===== config.mk =====
export PLATFORM = sky130hd
export DESIGN_NAME = instruction_fetch
export DESIGN_NICKNAME = d
export VERILOG_FILES = /design/src/rtl/instruction_fetch.sv
export SDC_FILE = /design/constraint.sdc
export NUM_CORES = 1
export LEC_CHECK = 0
export ABC_AREA = 1
export ABC_CLOCK_PERIOD_IN_PS = 2800
export BUFFER_PORTS_ARGS = -buffer_cell sky130_fd_sc_hd__clkbuf_2
export CORE_ASPECT_RATIO = 0.7
export CORE_UTILIZATION = 54
export DETAILED_ROUTE_END_ITERATION = 8
export PLACE_DENSITY = 0.82
export REMOVE_ABC_BUFFERS = 1
export SLEW_MARGIN = 20
export SYNTH_ARGS = -nofsm -noshare
export SYNTH_HDL_FRONTEND = slang
export SYNTH_SLANG_ARGS = --single-unit

===== constraint.sdc =====
create_clock -name clk -period 2.8 [get_ports clk]
set_input_delay 0.28 -clock clk [delete_from_list [all_inputs] [get_ports clk]]
set_output_delay 0.28 -clock clk [all_outputs]
set_load 0.02 [all_outputs]

===== src/rtl/instruction_fetch.sv =====
// Instruction fetch stage: issues one read at a time to instruction memory and
// hands the returned word, with its address, to decode through a one-entry slot.
// Latency: request in cycle N, response in N+k, slot valid from the following edge.
// Backpressure: no request issues unless the slot is empty or drains this cycle;
// a full slot holds all outputs stable until if_ready.
// Ports:
//   clk, reset_n                  clock, synchronous active-low reset
//   pc_address / pc_enable_n      current PC in, active-low advance strobe out
//   redirect                      flush: control loads a new PC this cycle
//   imem_req_valid/ready, imem_addr   memory read request handshake
//   imem_resp_valid, imem_resp_data   memory read response
//   if_valid/ready, if_instr, if_pc, if_fault   slot towards decode
module instruction_fetch #(
   parameter int XLEN = 32
) (
   input  logic            clk,
   input  logic            reset_n,
   input  logic [XLEN-1:0] pc_address,
   output logic            pc_enable_n,
   input  logic            redirect,
   output logic            imem_req_valid,
   input  logic            imem_req_ready,
   output logic [XLEN-1:0] imem_addr,
   input  logic            imem_resp_valid,
   input  logic [XLEN-1:0] imem_resp_data,
   output logic            if_valid,
   input  logic            if_ready,
   output logic [XLEN-1:0] if_instr,
   output logic [XLEN-1:0] if_pc,
   output logic            if_fault
);

   typedef enum logic [1:0] {
      S_REQ  = 2'd0,   // free to issue
      S_WAIT = 2'd1,   // one request outstanding
      S_DROP = 2'd2    // outstanding response belongs to a flushed path
   } state_t;

   state_t          state;
   logic [XLEN-1:0] req_pc;

   logic slot_free;
   logic aligned;
   logic can_issue;
   logic req_fire;
   logic fault_load;
   logic resp_load;

   // The slot counts as free when it is empty or being drained this cycle,
   // which gives back-to-back fetches without a bubble.
   assign slot_free  = !if_valid || if_ready;
   assign aligned    = (pc_address[1:0] == 2'b00);
   assign can_issue  = reset_n && (state == S_REQ) && slot_free && !redirect;

   assign imem_req_valid = can_issue && aligned;
   assign imem_addr      = pc_address;
   assign req_fire       = imem_req_valid && imem_req_ready;
   assign pc_enable_n    = !req_fire;

   // A misaligned PC never reaches memory; it turns into a fault slot instead
   // and the PC is not advanced, so control must redirect away from it.
   assign fault_load = can_issue && !aligned;
   assign resp_load  = (state == S_WAIT) && imem_resp_valid && !redirect;

   always_ff @(posedge clk) begin
      if (!reset_n) begin
         state    <= S_REQ;
         req_pc   <= '0;
         if_valid <= 1'b0;
         if_instr <= '0;
         if_pc    <= '0;
         if_fault <= 1'b0;
      end else begin
         case (state)
            S_REQ: begin
               if (req_fire) begin
                  req_pc <= pc_address;
                  state  <= S_WAIT;
               end
            end
            S_WAIT: begin
               // A response always retires the request, flushed or not.
               if (imem_resp_valid)
                  state <= S_REQ;
               else if (redirect)
                  state <= S_DROP;
            end
            S_DROP: begin
               // Leave only once the stale response has been swallowed; a
               // further redirect while waiting changes nothing here.
               if (imem_resp_valid)
                  state <= S_REQ;
            end
            default: state <= S_REQ;
         endcase

         if (redirect) begin
            if_valid <= 1'b0;
            if_fault <= 1'b0;
         end else if (resp_load) begin
            if_valid <= 1'b1;
            if_instr <= imem_resp_data;
            if_pc    <= req_pc;
            if_fault <= 1'b0;
         end else if (fault_load) begin
            if_valid <= 1'b1;
            if_instr <= '0;
            if_pc    <= pc_address;
            if_fault <= 1'b1;
         end else if (if_valid && if_ready) begin
            if_valid <= 1'b0;
         end
      end
   end

endmodule


==> results of run 1 <==
critical path, stage by stage (launching register included):
cell,delay (ns)
sky130_fd_sc_hd__dfxtp_1,0.34
sky130_fd_sc_hd__nor2_1,0.27
sky130_fd_sc_hd__nand3_2,0.17
sky130_fd_sc_hd__nor2_2,0.38
sky130_fd_sc_hd__buf_4,0.27
sky130_fd_sc_hd__clkbuf_2,0.19
cell usage in the layout (no fill, tap or decap), drive strengths merged:
master,netlist,routed
nor2,134,134
clkbuf,22,182
a21oi,34,34
dfxtp,100,100
nand2,166,166
buf,61,12
nor3,1,1
clkinv,0,1
inv,73,73
nand3,99,99
bufinv,0,1
nand4,33,33
metrics by stage:
| step | std cells | TNS (ns) |
|---|---|---|
| after floorplan | 640 | -18.45 |
| after global placement | 941 | 0 |
| after detailed placement | 941 | 0 |
| after CTS | 956 | 0 |
| after global routing | 956 | 0 |
| final | 956 | 0 |
kinds of logic after synthesis:
family | count (synthesis)
buf+inv | 156
flops | 100
simple gates | 433
compound gates | 34
how the worst max path moves through the flow:
stage / endpoint / cells past startpoint
6_report: imem_req_valid / 5
5_1_grt: imem_req_valid / 5
4_1_cts: imem_req_valid / 5
3_5_place_dp: if_pc[28] / 8
3_3_place_gp: if_pc[26] / 8
2_1_floorplan: if_pc[0] / 7
state kept, by name, indices dropped and copies added (netlist names):
signal and count:
if_pc 32, if_fault 1, state 2, req_pc 32, if_instr 32, if_valid 1
final cells by class:
class | count | area, µm²
fill | 773 | 2830
multi-input combinational | 467 | 2070
sequential | 100 | 2000
timing repair buffer | 181 | 936
inverter | 73 | 274
clock buffer | 13 | 250
tap | 120 | 150
clock inverter | 2 | 35.0
where the power goes:
group	total (mW)	switching [mW]	internal, mW
Sequential	1.49	0.0229	1.47
Clock	1.21	0.497	0.712
Combinational	0.427	0.282	0.144
layer usage:
| layer | GRT usage | vias up | part of all wire |
|---|---|---|---|
| li1 | - | 2460 | - |
| met1 | 0.336 | 2182 | 0.46 |
| met2 | 0.424 | 169 | 0.47 |
| met3 | 0.0500 | 15 | 0.057 |
| met4 | 0.0805 | 0 | 0.015 |
| met5 | 0 | - | 0 |
==> results.md, run 1 <==
- The run finished with clean final reports.
- The number of instances in the synthesized netlist is 723.
- The mean post-synth cell area is 6.64 µm².
- The startpoint of the most critical setup path is state[1].
- For this run, the total global-route usage over all layers was measured as 0.255.
- The total design power is 3.12 mW.
- Setup repair after global routing left no endpoint under its margin.
- For the pin with the worst max-slew slack, the measured transition is around 0.94 ns.
- The complex-gate fraction of the synthesized area is 0.0354.
- The worst setup path is launched from a flop.
- In the finished design, the share of the clock period the worst path needs comes to 0.797.
- The routability-driven placement congestion ratio is just over 0.8.
- The final number of hold-violating endpoints is 0.
- The upper clock frequency limit is 448 MHz.
- The worst IR drop on VDD is between 0.3 and 0.4 mV.
- The worst hold path terminates at if_instr[19].
- From left edge to right edge, the die measures 115 µm.
- The number of warning messages in the yosys log is 0.
- The sum of net half-perimeters after detailed placement is 7930 µm.
- The minimum clock period after layout is 2.23 ns.
- The worst endpoint required time is 2.52 ns.
- In this run the core area contains 28 standard-cell rows.
- The repair_antennas step left the layout with diodes totalling 0.
- The clock skew is 0.00537 ns.
- The flop and latch count out of synthesis is 100.
- Setup violations remaining at the end of the flow were counted as 0.
- After detailed placement, the total cell area comes to roughly 5400 µm².
- The detailed-routing iteration count for the pre-antenna-repair pass is 5.
- Data on the critical path arrives at its endpoint at 1.95 ns.
- Summed over all instances, the cell type with the most area after synthesis is sky130_fd_sc_hd__dfxtp_1.
- The final worst-path setup slack is 0.568 ns.
- The synthesized design contains 0 enable-type register cells.
- The type of the setup path with the least slack is flop to output pin.
- The type of the tightest min-delay check is input pin to flop.
- The CTS tree is done.
- The tightest slew margin relative to the limit is 0.371.
- The number of port buffers is 169.
- The via count of the first global-routing pass was approximately 4100.
- In this run the critical register-to-register path is launched from state[1].
- Dividing total power by cell area gives a power density of 546 nW/µm².
- For this run, the register share of the synthesized area comes to 0.417.
- The post-synthesis share of cell area spent on full adders, half adders and majority gates is 0.
- By area the synthesized netlist is led by sky130_fd_sc_hd__dfxtp_1 (42%), sky130_fd_sc_hd__nand2_1 (13%), sky130_fd_sc_hd__nor2_1 (10%), sky130_fd_sc_hd__nand3_1 (10%), sky130_fd_sc_hd__buf_4 (6.3%).
- The minimum setup slack after placement is 0.859 ns.
- In this run the cell area of the synthesized design comes to 4800 µm².
- Of all nets on the critical path, the largest fanout is 11.
- Ranked by instance count, the synthesized netlist is headed by sky130_fd_sc_hd__nand2_1 (166), sky130_fd_sc_hd__nor2_1 (130), sky130_fd_sc_hd__dfxtp_1 (100), sky130_fd_sc_hd__nand3_1 (97), sky130_fd_sc_hd__inv_1 (69).
- The dominant combinational cell family by area after synthesis is simple AND/OR/NAND/NOR gates.
- In the final layout, the share of cells above drive strength 1 is 0.245.
- The number of cell instances on the worst register-to-register path is 6.
- The most repeated cell in the gate-level netlist after synthesis is sky130_fd_sc_hd__nand2_1.
- STA classifies the critical path endpoint as an output pin.
- The overflow left after global routing is 0.
- Clock latency on the worst-skew pair, taken at its later pin, is ~0.33 ns.
- The first global-routing pass estimated 18900 µm of wire.
- The hold-fix buffer count after cts is 0.
- Of the post-synthesis cell area, the dominant cell type holds 0.417.
- The pin count of the biggest net entering global routing is between 90 and 100.
- The die covers a little over 9000 µm².
- The number of distinct standard cells referenced by the synthesized netlist is 17.
- Of the post-synthesis cell area, the part taken by muxes is 0.
- The core box area is 8550 µm².
- The per-cell via count in the routed design is 5.05.
- The number of nets at the end of the flow is 902.
- The number of vias after detailed routing is 4826.
- The flip-flop cell with the highest count after synthesis is sky130_fd_sc_hd__dfxtp_1.
- The number of antenna violations at the first check in global routing came to 0.
- The growth of design area from synthesis to finish is 19.1%.
- The clock drives 100 sinks.
- The boundary pin count is 170.
- Clock tree synthesis inserted a total of 9 buffers.
- The die is 80.9 µm tall.
- After clock tree synthesis, the clock-pin slew on the worst setup and hold paths is 0.06 ns.
- The final design instance area without fill is 5720 µm².
- For this block, the routed nets add up to around 12000 µm of wire.
- Final hold analysis gives a worst-case slack of 0.174 ns.
- In this run the post-CTS setup repair buffer count came out at 0.
- The worst hold path passes through 3 cells.
- Once the clock tree was built, the resizer swapped 0 gates to a different size.
- The analysis attributes to cell leakage a power of 2.94 nW.
- The core occupancy in the finished layout is 0.669.
- The share of synthesized registers carrying an async set or reset is 0.
- The clock tree root buffer cell is sky130_fd_sc_hd__clkbuf_16.
- Across the run, the number of max-cap violations was 0.
- The simple-gate area share of the yosys netlist is 0.392.
- In this run the deepest clock path goes through 2 buffers.
- The final max-slew violation count is 0.
- The DRC violation count after routing is 0.
- The startpoint identified for the worst hold timing path is imem_resp_data[19].
- In this run the critical register-to-register path is captured at if_pc[4].
- The H-tree generated during clock tree synthesis spans 3 levels.
- In the final routed layout, each cell accounts on average for between 10 and 15 µm.
- The register-to-register setup slack is roughly 0.96 ns.
- The post-detailed-route count of antenna-violating nets is 0.
- The post-synthesis xor/xnor area fraction is 0.
- The DRC marker count from the first detailed-route iteration is 324.
- The initial utilization of the core area, before any placement, comes to 0.562.
No activity file was read; power rests on OpenSTA's default activity.
==> inputs of run 2 (changes only) <==
ABC_CLOCK_PERIOD_IN_PS = 2120   (was 2800)
CORE_UTILIZATION = 50   (was 54)
PLACE_DENSITY = 0.76   (was 0.82)
clock period = 2.12 ns   (was 2.8 ns; I/O delays follow)
==> run 2 against run 1 <==
Setup slack lost 0.38 ns; critical path depth grew 1; non-clock buffer count shrank 1; highest routed layer unchanged; flip-flop and latch count is the same; clock skew shrank 0.00087 ns; count of clock-buffer cells in the layout shrank 1; register-to-register slack lost 0.53 ns; sequential share of layout area shrank 0.38 points; routed wire length shrank 0.21%.
==> results.md, run 2 (synthesized netlist as in run 1, its figures left out) <==
- The boundary pin count is 170 (unchanged).
- The clock skew came to 0.00450 ns (-0.000874 ns).
- The fill cell total of the finished layout came to 899 (+16%).
- The DRC marker count from the first detailed-route iteration is 325 (+0.31%).
- TritonCTS built the clock tree.
- The number of nets at the end of the flow is 901 (-0.11%).
- The power density over the cells is 737 nW/µm² (+35%).
- The width of the die came to 119 µm (+3.9%).
- The worst hold path belongs to the class input pin to flop.
- The worst IR drop on VDD came to 0.481 mV (+26%).
- The total CTS buffers was 9 (unchanged).
- The number of buffers added for setup after CTS is 0 (unchanged).
- The overall fraction of global-route tracks in use is 0.242 (-0.0125).
- The final number of hold-violating endpoints was 0 (unchanged).
- The post-detailed-route count of antenna-violating nets was 0 (unchanged).
- The per-cell via count in the routed design is 4.98 (-1.4%).
- The maximum net fanout on the critical path is 32 (+21).
- The top cell types in the final layout, fill and taps aside, are sky130_fd_sc_hd__clkbuf_2 (169), sky130_fd_sc_hd__nand2_1 (166), sky130_fd_sc_hd__nor2_1 (129).
- The number of stages on the worst hold path is 3 (unchanged).
- The average wire per cell in the routed design is 12.4 µm (-0.63%).
- The final max-slew violation count is 0 (unchanged).
- The pin count of the biggest net entering global routing is 98 (unchanged).
- The via count of the first global-routing pass is 4137 (+0.17%).
- Based on the critical path, the design can be clocked at up to 517 MHz.
- The final design instance area without fill came to 5780 µm² (+1.1%).
- The number of cell instances on the worst register-to-register path came to 7 (+1).
- The worst hold slack across all endpoints is 0.103 ns (-0.0703 ns).
- The register-to-register setup slack came to 0.43 ns (-0.53 ns).
- The flow ran to the end, and the final reports show no timing, DRC or antenna violations.
- The sum of net half-perimeters after detailed placement is 7830 µm (-1.3%).
- STA classifies the critical path startpoint as a flop.
- The number of setup violations in the final report is 0 (unchanged).
- The deepest clock path buffer count is 2 (unchanged).
- Setup repair after global routing left no endpoint under its margin.
- The detailed-routing iteration count for the pre-antenna-repair pass came to 5 (unchanged).
- The overflow left after global routing is 0 (unchanged).
- The core occupancy in the finished layout is 0.630 (-0.0392).
- The CTS clock-pin slew for the worst setup and hold paths is 0.07 ns (about the same).
- The worst endpoint required time was 1.91 ns (-0.61 ns).
- The clock period could shrink to between 1.5 and 2 ns.
- The tightest slew margin relative to the limit is 0.468 (+0.0965).
- The routability-driven placement congestion ratio came to 0.756 (-8.6%).
- The hold-fix buffer count after cts was 0 (unchanged).
- The DRC violation count after routing is 0 (unchanged).
- Of the available clock period, the critical path in the final layout requires 0.913.
- The startpoint of the lowest-slack hold path is imem_resp_data[6].
- The maximum level of the CTS H-tree is 3 (unchanged).
- The slew at the pin closest to its max-slew limit is 0.796 ns (-0.147 ns).
- The most common cell after layout, fill and taps aside is sky130_fd_sc_hd__clkbuf_2.
- The die height is 84.0 µm (+3.8%).
- The endpoint of the worst hold path is if_instr[6].
- The instance area at placement is 5460 µm² (+0.41%).
- The number of antenna violations at the first check in global routing is 0 (unchanged).
- The proportion of layout cells with a drive suffix above 1 came to 0.248 (+0.00239).
- The first-pass GRT wire length is 19700 µm (+4.6%).
- The detailed-route wire length is 11900 µm (-0.21%).
- The area taken by multi-input logic gates is 2070 µm² (+0.12%).
- The flip-flop and latch area is 2000 µm² (unchanged).
- The starting utilization of the core area is 0.523 (-0.0387).
- The count of max-cap constraint violations is 0 (unchanged).
- The count of inserted antenna diode cells was 0 (unchanged).
- The number of port buffers is 169 (unchanged).
- The largest registers in the layout are if_instr x32, if_pc x32, req_pc x32.
- The critical path arrival is 1.72 ns (-0.23 ns).
- The number of vias after detailed routing is 4779 (-0.97%).
- The number of sinks driven by the clock tree came to 100 (unchanged).
- In this run the critical register-to-register path is captured at if_valid.
- The setup path with the least slack is of type flop to output pin.
- The core box area is 9180 µm² (+7.4%).
- The overall die area is 10000 µm² (+7.8%).
- The post-route setup TNS was 0 ns (unchanged).
- The site row count is 29 (+3.6%).
- The critical path endpoint category is an output pin.
- The standby leakage power is 2.96 nW (+0.78%).
- The area growth from synthesis to layout is 20.4%.
- The clock latency reported for the late side of the worst-skew pair came to 0.34 ns (about the same).
- The startpoint identified for the worst register-to-register timing path is state[1].
- The root buffer cell chosen for the clock tree is sky130_fd_sc_hd__clkbuf_16.
## run 2: timing repair
action / 4_1_cts / 5_1_grt
hold endpoints to repair: 0 / 0
resized for setup: 0 / 2
endpoints found under the setup margin: 0 / 2
## run 2: layout make-up
cell class                 instances  share of cell area
clock buffer                      12              0.0426
timing repair buffer             180               0.166
multi-input combinational        467               0.359
sequential                       100               0.346
inverter                          73              0.0474
tap                              124              0.0268
clock inverter                     4              0.0126
## run 2: worst max path at each step
stage | from | endpoint | slack [ns] | cells past startpoint
6_report | state[1] | pc_enable_n | 0.19 | 6
5_1_grt | state[1] | pc_enable_n | 0.06 | 6
4_1_cts | state[1] | pc_enable_n | 0.02 | 6
3_5_place_dp | state[1] | pc_enable_n | 0.40 | 6
3_3_place_gp | state[1] | pc_enable_n | 0.45 | 6
2_1_floorplan | state[0] | if_pc[0] | -1.12 | 7
## run 2: worst max-delay path, cell delays in order (launching register included)
cell,delay [ns]
sky130_fd_sc_hd__dfxtp_1,0.36
sky130_fd_sc_hd__nor2_2,0.22
sky130_fd_sc_hd__nand3_2,0.15
sky130_fd_sc_hd__nor2_2,0.12
sky130_fd_sc_hd__buf_6,0.25
sky130_fd_sc_hd__nand2_1,0.11
sky130_fd_sc_hd__clkbuf_2,0.17
## run 2: metal layers
metal	track usage	routed length [µm]	share of wire	up-vias
li1	-	-	-	2449
met1	0.327	5440	0.46	2159
met2	0.394	5620	0.47	158
met3	0.0451	669	0.056	13
met4	0.0690	157	0.013	0
met5	0	0	0	-
## run 2: through the flow
| stage | setup WS (ns) | instances | power, mW |
|---|---|---|---|
| floorplan | -1.12 | 640 | 2.27 |
| global placement | 0.449 | 944 | 2.56 |
| detailed placement | 0.397 | 944 | 2.57 |
| CTS | 0.0153 | 960 | 4.31 |
| global route | 0.0560 | 960 | 4.46 |
| finish | 0.185 | 960 | 4.26 |
## run 2: report_power, final
group / switching, mW / internal [mW] / leakage (nW)
Sequential: 0.0276 / 1.94 / 0.812
Clock: 0.672 / 1.07 / 0.153
Combinational: 0.371 / 0.192 / 1.99
Total: 1.07 / 3.19 / 2.96
==> inputs of run 3 (changes only) <==
ABC_CLOCK_PERIOD_IN_PS = 2500   (was 2120)
CORE_UTILIZATION = 54   (was 50)
PLACE_DENSITY = 0.82   (was 0.76)
clock period = 2.5 ns   (was 2.12 ns; I/O delays follow)
==> run 3 against run 2 <==
Sequential share of layout area increased by 0.068 points; first-iteration DRC count increased by 20%; register-to-register slack got worse by 0.03 ns; non-clock buffer count increased by 1; total power decreased by 15%; hold slack improved by 0.032 ns; flip-flop and latch count unchanged; largest power group unchanged.
==> results.md, run 3 (synthesized netlist as in run 1, its figures left out) <==
- The final worst-path setup slack is 0.129 ns (-0.0559 ns).
- The width of the die was 115 µm (-3.7%).
- The via count of the first global-routing pass is 4222 (+2.1%).
- The post-detailed-route count of antenna-violating nets is 0 (unchanged).
- The proportion of layout cells with a drive suffix above 1 came to 0.250 (+0.00209).
- The detailed-route wire length is 12200 µm (+2.8%).
- The number of nets at the end of the flow came to 902 (+0.11%).
- The worst endpoint required time is 2.25 ns (+0.34 ns).
- The count of max-cap constraint violations was 0 (unchanged).
- The startpoint identified for the worst hold timing path is imem_resp_data[31].
- The DRC marker count from the first detailed-route iteration is 389 (+20%).
- The per-cell via count in the routed design is 5.06 (+1.6%).
- The maximum net fanout on the critical path is 14 (-56%).
- The critical path arrival is 2.12 ns (+0.40 ns).
- The deepest clock path buffer count came to 2 (unchanged).
- The CTS clock-pin slew for the worst setup and hold paths is 0.07 ns (about the same).
- The number of antenna violations at the first check in global routing is 0 (unchanged).
- The total CTS buffers was 9 (unchanged).
- The core box area is 8550 µm² (-6.9%).
- The core occupancy in the finished layout is 0.675 (+0.0452).
- The clock latency reported for the late side of the worst-skew pair is 0.35 ns (about the same).
- The average wire per cell in the routed design is 12.8 µm (+3.1%).
- The routability-driven placement congestion ratio was 0.778 (+2.9%).
- The sum of net half-perimeters after detailed placement is 7940 µm (+1.4%).
- The worst flop-to-flop path startpoint is state[1].
- The standby leakage power is 2.95 nW (-0.38%).
- The number of vias after detailed routing is 4839 (+1.3%).
- The overflow left after global routing is 0 (unchanged).
- The detailed-routing iteration count for the pre-antenna-repair pass is 7 (+2).
- The placed instance count is 941 (-0.32%).
- The pin count of the biggest net entering global routing is 98 (unchanged).
- The upper clock frequency limit is 422 MHz.
- The worst setup path is captured at an output pin.
- The minimum clock period after layout is 2.37 ns.
- The hold-fix buffer count after cts came to 0 (unchanged).
- The run finished with clean final reports.
- The final number of hold-violating endpoints is 0 (unchanged).
- The most common cell after layout, fill and taps aside is sky130_fd_sc_hd__clkbuf_2.
- The die height came to 80.9 µm (-3.7%).
- The clock skew is 0.00659 ns (+0.00209 ns).
- The part of the cycle the worst path needs is 0.948.
- The number of sinks driven by the clock tree is 100 (unchanged).
- The growth of design area from synthesis to finish is 20.2%.
- The number of setup violations in the final report is 0 (unchanged).
- The number of stages on the worst hold path is 3 (unchanged).
- The worst hold slack across all endpoints is 0.135 ns (+0.0316 ns).
- The clock tree root buffer cell is sky130_fd_sc_hd__clkbuf_16.
- The slew at the pin closest to its max-slew limit came to 1.00 ns (+0.206 ns).
- The number of cell instances on the worst register-to-register path is 7 (unchanged).
- The power density over the cells is 631 nW/µm² (-14%).
- The total design power is 3.64 mW (-15%).
- The nature of the critical path startpoint is a flop.
- The overall die area is 9280 µm² (-7.3%).
- The path class of the tightest hold or removal check is input pin to flop.
- The worst IR drop on VDD is 0.436 mV (-9.3%).
- The overall fraction of global-route tracks in use is 0.256 (+0.0137).
- The maximum level of the CTS H-tree is 3 (unchanged).
- The DRC violation count after routing came to 0 (unchanged).
- The non-filler instance count after layout is 957 (-0.31%).
- The starting utilization of the core area was 0.562 (+0.0387).
- The number of gates given a new drive strength after cts is 0 (unchanged).
- Setup repair after global routing left no endpoint under its margin.
- The minimum setup slack after placement is 0.519 ns (+0.122 ns).
- The fill cell total of the finished layout is 772 (-14%).
- The tightest slew margin relative to the limit was 0.332 (-0.136).
- The largest registers in the layout are if_instr x32, if_pc x32, req_pc x32.
- The first-pass GRT wire length is 18800 µm (-4.5%).
- The startpoint of the most critical setup path is state[1].
- The boundary pin count is 170 (unchanged).
- The type of the setup path with the least slack is flop to output pin.
- The final max-slew violation count came to 0 (unchanged).
- The count of inserted antenna diode cells is 0 (unchanged).
- The number of buffers added for setup after CTS is 0 (unchanged).
- The top cell types in the final layout, fill and taps aside, are sky130_fd_sc_hd__clkbuf_2 (169), sky130_fd_sc_hd__nand2_1 (166), sky130_fd_sc_hd__nor2_1 (130).
- The site row count is 28 (-3.4%).
- TritonCTS built the clock tree.
- The number of port buffers is 169 (unchanged).
==> run 3: changes by cell type in the layout (fill, tap and decap cells not counted) <==
cell                         change
sky130_fd_sc_hd__buf_12          -1
sky130_fd_sc_hd__buf_4           +3
sky130_fd_sc_hd__buf_6           -1
sky130_fd_sc_hd__clkbuf_1        -2
sky130_fd_sc_hd__clkbuf_8        -1
sky130_fd_sc_hd__clkinv_2        -1
sky130_fd_sc_hd__clkinvlp_4      +3
sky130_fd_sc_hd__inv_6           +1
sky130_fd_sc_hd__nor2_1          +1
sky130_fd_sc_hd__nor2_2          -1
==> run 3: stage by stage <==
stage / TNS (ns) / area, µm²
after CTS: 0 / 5770
after global placement: 0 / 5450
after floorplan: -37.95 / 4330
after global routing: 0 / 5770
after detailed placement: 0 / 5450
final: 0 / 5770
==> run 3: where the power goes <==
group / internal (mW) / leakage [nW] / total, mW / switching (mW)
Clock: 0.880 / 0.144 / 1.50 / 0.617
Combinational: 0.163 / 1.99 / 0.481 / 0.318
Sequential: 1.64 / 0.812 / 1.67 / 0.0239
Total: 2.68 / 2.95 / 3.64 / 0.959
==> run 3: layout make-up <==
type,instances,area (µm²),area share
Clock inverter,7,98.8,0.0171
Clock buffer,9,225,0.0390
Inverter,73,274,0.0475
Multi-Input combinational cell,467,2070,0.359
Sequential cell,100,2000,0.347
Timing Repair Buffer,181,948,0.164
Tap cell,120,150,0.0260
==> run 3: critical path: stages (launching register included) <==
cell and delay, ns:
sky130_fd_sc_hd__dfxtp_1 0.36, sky130_fd_sc_hd__nor2_1 0.35, sky130_fd_sc_hd__nand3_2 0.19, sky130_fd_sc_hd__nor2_2 0.53, sky130_fd_sc_hd__nand2_1 0.15, sky130_fd_sc_hd__clkbuf_2 0.21
==> run 3: path summary, 6_finish.rpt <==
check | slack, ns | end
setup / recovery | 0.13 | pc_enable_n
hold / removal | 0.13 | if_instr[31]
setup reg to reg | 0.40 | req_pc[14]
hold reg to reg | 0.43 | req_pc[0]
==> run 3: routing by layer <==
metal  track usage  share of wire  up-vias
li1              -              -     2461
met3        0.0552          0.056       24
met2         0.452           0.49      163
met5             0              0        -
met4        0.0961          0.016        0
met1         0.309           0.44     2191
